[src/rtl/vx_stream_serializer.sv]
// vx_stream_serializer
// Splits one wide input word into NUM_BEATS narrow output beats, LSB beat
// first, with a valid/ready handshake on each side. At most one word is held.
// The next word may be accepted in the same cycle as the last beat of the
// current word handshakes, so consecutive words leave no idle cycle between
// them.
//
// Ports:
//   clk        clock; all state changes on the rising edge
//   reset      synchronous, active-high reset
//   valid_in   input word valid
//   ready_in   input word can be accepted this cycle (combinational from ready_out)
//   data_in    input word; beat k is data_in[k*OUTW +: OUTW]
//   len_in     number of beats to emit, minus 1
//   valid_out  output beat valid
//   ready_out  downstream accepts the current beat
//   data_out   current beat (registered)
//   idx_out    index of the current beat within its word (registered)
//   last_out   current beat is the final beat of its word (registered)
module vx_stream_serializer #(
  parameter  int DATAW     = 32,
  parameter  int OUTW      = 8,
  localparam int NUM_BEATS = DATAW / OUTW,
  localparam int LENW      = (NUM_BEATS > 2) ? $clog2(NUM_BEATS) : 1
) (
  input  logic             clk,
  input  logic             reset,
  input  logic             valid_in,
  output logic             ready_in,
  input  logic [DATAW-1:0] data_in,
  input  logic [LENW-1:0]  len_in,
  output logic             valid_out,
  input  logic             ready_out,
  output logic [OUTW-1:0]  data_out,
  output logic [LENW-1:0]  idx_out,
  output logic             last_out
);

  typedef enum logic {IDLE = 1'b0, BUSY = 1'b1} state_t;

  localparam logic [LENW-1:0] MAX_LEN = LENW'(NUM_BEATS - 1);

  state_t           state_q, state_d;
  logic [DATAW-1:0] held_q, held_d;
  logic [LENW-1:0]  len_q, len_d;
  logic [LENW-1:0]  cnt_q, cnt_d;
  logic [OUTW-1:0]  data_q, data_d;
  logic             last_q, last_d;

  logic [LENW-1:0]  len_clamped;
  logic [OUTW-1:0]  held_beats [NUM_BEATS];
  logic             busy;
  logic             at_last;
  logic             fire_in;
  logic             fire_out;

  // The clamp is only reachable when NUM_BEATS is not a power of two;
  // otherwise every len_in value already names a real beat.
  generate
    if ((1 << LENW) == NUM_BEATS) begin : g_no_clamp
      assign len_clamped = len_in;
    end else begin : g_clamp
      assign len_clamped = (len_in > MAX_LEN) ? MAX_LEN : len_in;
    end
  endgenerate

  // Beat view of the word that will be held after this edge, so the
  // registered data_out can be loaded with the beat that follows.
  generate
    for (genvar gi = 0; gi < NUM_BEATS; gi++) begin : g_beats
      assign held_beats[gi] = held_d[gi*OUTW +: OUTW];
    end
  endgenerate

  assign busy     = (state_q == BUSY);
  assign at_last  = busy && (cnt_q == len_q);
  assign fire_out = busy && ready_out;
  // Accept a new word when empty, or when the final beat leaves this cycle.
  assign ready_in = !busy || (at_last && ready_out);
  assign fire_in  = valid_in && ready_in;

  always_comb begin
    state_d = state_q;
    held_d  = held_q;
    len_d   = len_q;
    cnt_d   = cnt_q;
    if (fire_in) begin
      // Covers both the IDLE load and the reload on the last beat handshake.
      state_d = BUSY;
      held_d  = data_in;
      len_d   = len_clamped;
      cnt_d   = '0;
    end else if (fire_out) begin
      if (cnt_q == len_q) begin
        state_d = IDLE;
      end else begin
        cnt_d = cnt_q + 1'b1;
      end
    end
    data_d = held_beats[cnt_d];
    last_d = (state_d == BUSY) && (cnt_d == len_d);
  end

  always_ff @(posedge clk) begin
    if (reset) begin
      state_q <= IDLE;
      held_q  <= '0;
      len_q   <= '0;
      cnt_q   <= '0;
      data_q  <= '0;
      last_q  <= 1'b0;
    end else begin
      state_q <= state_d;
      held_q  <= held_d;
      len_q   <= len_d;
      cnt_q   <= cnt_d;
      data_q  <= data_d;
      last_q  <= last_d;
    end
  end

  assign valid_out = busy;
  assign data_out  = data_q;
  assign idx_out   = cnt_q;
  assign last_out  = last_q;

endmodule
[config.mk]
export PLATFORM = sky130hd
export DESIGN_NAME = vx_stream_serializer
export DESIGN_NICKNAME = d
export VERILOG_FILES = /design/src/rtl/vx_stream_serializer.sv
export SDC_FILE = /design/constraint.sdc
export NUM_CORES = 1
export LEC_CHECK = 0
export CORE_AREA = 2 2 71 73
export DETAILED_ROUTE_END_ITERATION = 7
export DIE_AREA = 0 0 73 75
export HOLD_SLACK_MARGIN = 0.05
export PLACE_DENSITY = 0.73
export SLEW_MARGIN = 30
export SYNTH_ARGS = -nofsm -noshare
export SYNTH_HDL_FRONTEND = slang
export SYNTH_SLANG_ARGS = --single-unit
[constraint.sdc]
create_clock -name clk -period 1.64 [get_ports clk]
set_input_delay 0.328 -clock clk [delete_from_list [all_inputs] [get_ports clk]]
set_output_delay 0.328 -clock clk [all_outputs]
set_load 0.005 [all_outputs]
==> results of run 1 <==
[cell usage after synthesis, types with 3 or more instances]
master and number:
buf_2 3, nand2_1 64, mux2_2 8, nor2_1 6, o21ai_1 4, mux2i_1 20
nand3b_1 4, a211oi_2 4, a21oi_1 31, o22ai_1 4, dfxtp_1 46, buf_4 3
clkbuf_1 7
[placed cells by master, fill, tap and decap left out, types with 3 or more instances in the layout]
cell type	synthesis	layout
buf_12	0	3
mux2i_4	0	4
a21oi_1	31	16
clkbuf_8	0	8
mux2i_1	20	16
dfxtp_2	0	3
clkbuf_16	0	3
mux2_4	0	8
o21ai_2	0	4
nand3b_1	4	4
dfxtp_1	46	41
o22ai_2	0	3
buf_4	3	20
clkdlybuf4s50_1	0	45
buf_6	1	6
nand2_1	64	50
nor2_1	6	5
nand2_4	0	13
a211oi_2	4	4
a21oi_2	0	15
[worst max-delay path, delay by kind of cell, from the launching register on]
| kind | cells | cell delay [ps] |
|---|---|---|
| AOI/OAI and AO/OA | 2 | 460 |
| DFF | 1 | 360 |
| muxes | 1 | 320 |
| buffers and inverters | 1 | 230 |
| xor gates and xnor gates | 1 | 200 |
| and+or+nand+nor | 1 | 100 |
[cell type report]
type                    count  share of cell area (%)
flip-flops and latches     46                   28.17
clock buffers               8                   3.327
repair buffers             83                   26.16
multi-input cells         165                   40.08
well taps                  54                   2.042
inverters                   2                  0.2268
[kinds of logic after synthesis]
logic type / count (synthesis)
buf+inv: 18
mux: 28
compound gates: 51
xor+xnor: 3
flops: 46
simple gates: 83
[stage by stage]
step	worst slack (ps)	setup TNS (ps)
2_1_floorplan	-35.71	-152.2
3_3_place_gp	-463.8	-16950
3_5_place_dp	-502.6	-18710
4_1_cts	-102.8	-961.7
5_1_grt	-148.0	-3943
6_report	-99.04	-1199
[sequential cells by signal, indices dropped and copies added, names as in the netlist]
register / cells
held_q: 32
idx_out: 2
last_out: 1
data_out: 8
len_q: 2
valid_out: 1
[power by group through the flow]
stage          Combinational (W)  Sequential [W]  Clock [W]
2_1_floorplan           0.000212         0.00125          0
4_1_cts                 0.000499         0.00123   0.000813
3_5_place_dp            0.000441         0.00125          0
5_1_grt                 0.000659         0.00124   0.000859
3_3_place_gp            0.000431         0.00125          0
6_report                0.000623         0.00123   0.000800
[what timing repair did]
item | 4_1_cts | 5_1_grt
setup buffers | 3 | 2
resized for setup | 37 | 66
hold buffers | 0 | 0
pin swaps | 9 | 28
endpoints found under the setup margin | 47 | 44
gates cloned | 1 | 3
[per-layer routing]
metal | GRT usage (%) | up-vias | share of wire [%]
li1 | - | 931 | -
met1 | 25.50 | 944 | 45
met2 | 30.93 | 48 | 50
met3 | 4.819 | 10 | 3.2
met4 | 6.790 | 0 | 1.8
met5 | 0 | - | 0
[final timing paths]
check | endpoint | slack [ps]
setup / recovery | data_out[6]$_SDFF_PP0_ | -100
hold / removal | held_q[15]$_SDFF_PP0_ | 460
setup reg to reg | data_out[6]$_SDFF_PP0_ | -100
hold reg to reg | held_q[15]$_SDFF_PP0_ | 460
==> impl_results.md, run 1 <==
* Status: finished with violations
* Failing checks: negative setup slack
* DP HPWL at 3387 um
* Adder-Cell Fraction of Synth Area at 0%
* Synth top area share at about 45%
* Seq cells post-synth at 46
* Final WL at slightly above 6000 um
* Placed cell count at 343
* Logic gate share of total power at 23.5%
* Total power at 0.002655 W
* Slew margin rel. at 75.90%
* Compound-gate portion of the synthesized area at 16.30%
* Crit path launch type: flop
* Average wire per standard cell at 17.22 um
* Final #Nets at 341
* Hold path cells at 2
* Sequential Power Share at around 46%
* Final cell count without fillers at ~360
* FF/Latch Area at 932.1 um2
* Leak at 1.293 nW
* Overall Global Routing Usage at 19.32%
* Share of cells above drive strength 1 at 36.18%
* Setup Crit Path Kind: reg -> reg
* Pwr Density at 802.1 nW/um2
* CP max stage cell: dfxtp_2
* Pre-antenna DRT Iters at 5
* Seq/Total Area, Yosys at 45.43%
* CTS tree: yes
* Worst EP arrival at 1970 ps
* Horiz. Die Dim at 73 um
* Pins Over Slew Limit at 0
* Post-Synth Simple-Gate Area at 17.28%
* Main flop type after synthesis: dfxtp_1
* Asr flop ratio synth at 0%
* Top cells by area, synth: dfxtp_1, nand2_1, mux2i_1
* First-pass GRT wire length at 8031 um
* Internal at 0.001956 W
* Via/cell ratio at 5.399
* Final period util at 106.0%
* Achievable Freq at 575.0 MHz
* CTS Buffer Depth at 2
* Design area at 3309 um2
* Mapped Area at 2027 um2
* Main combinational cell family by area after synthesis: simple AND/OR/NAND/NOR gates
* Ant diodes at 0
* Total clock sinks at 46
* Synth-to-layout area growth at 63.27%
* Critical Path RT at 1870 ps
* Initial core utilization at 43.49%
* Tightest Pin Transition at 360.3 ps
* YS warnings at 0
* HP Start: held_q[15]$_SDFF_PP0_
* Final WS setup at -99.04 ps
* RSZ-0062 raised after global routing: yes
* Vias in the first global route at 1716
* Syn Area/Cell at 8.851 um2
* Initial antenna violation count at 0
* Tmin final at 1739 ps
* Core area at 4661 um2
* Post-synth EDFFs at 0
* Critical path fanouts, max at 7
* Origin of the critical flop-to-flop path: idx_out[1]$_SDFF_PP0_
* CTS Buf Count at 5
* Synth area leader: dfxtp_1
* Critical path's largest stage delay at 360 ps
* Placer congestion estimate at 0.8565
* Multi-input combinational cell area at 1326 um2
* Num ports at 51
* Largest net degree at the start of global routing at 19
* Die Footprint at approximately 5500 um2
* Post-Syn Instances at 229
* Total congestion overflow at 0
* CP endpoint kind: flop
* Filler instances at 315
* Die height at approximately 75 um
* H-tree levels at 2
* FF-to-FF path depth at 6
* Max-Cap Viols at 0
* Mapped Nets at 267
* DRT antenna net count at 0
* Dpl cell area at 2734 um2
* Hold WS at 464.9 ps
* Tightest Hold Check Type: reg -> reg
* Clock Latency Late Sink at around 300 ps
* Mux cell area share after synthesis at between 10 and 15%
* CTS Root Buffer Type: clkbuf_8
* Cell Chain, Critical Path: xor2_2 -> nor2_1 -> o311ai_4 -> buf_6 -> mux2_4 -> o22ai_2
* Core Rows at 25
* Synth Area in XOR/XNOR at 1.667%
* Yosys cell types at 33
* Setup violators final at 36
* Final core utilization at 71.01%
* Clock Power Share at between 30% and 40%
* Clock skew at around 5.7 ps
* Final hold violation count at 0
* Crit path from: idx_out[1]$_SDFF_PP0_
* DRC at 0
* Reported net switching power at around 0.0007 W
* Via count at 1933
* DRT iter0 DRCs at slightly above 90
* PortBufs at 50
* Reg clk slew, reported paths at around 80 ps
* Worst VDD drop at 469.1 uV
* Sw frac at 26.30%
Note: power is estimated with default switching activity, not from simulation.
==> run 2, diff against run 1 <==
SLEW_MARGIN = default   (was 30)
==> results of run 2 <==
No change in the layout: final DEF, timing and power equal those of run 1.
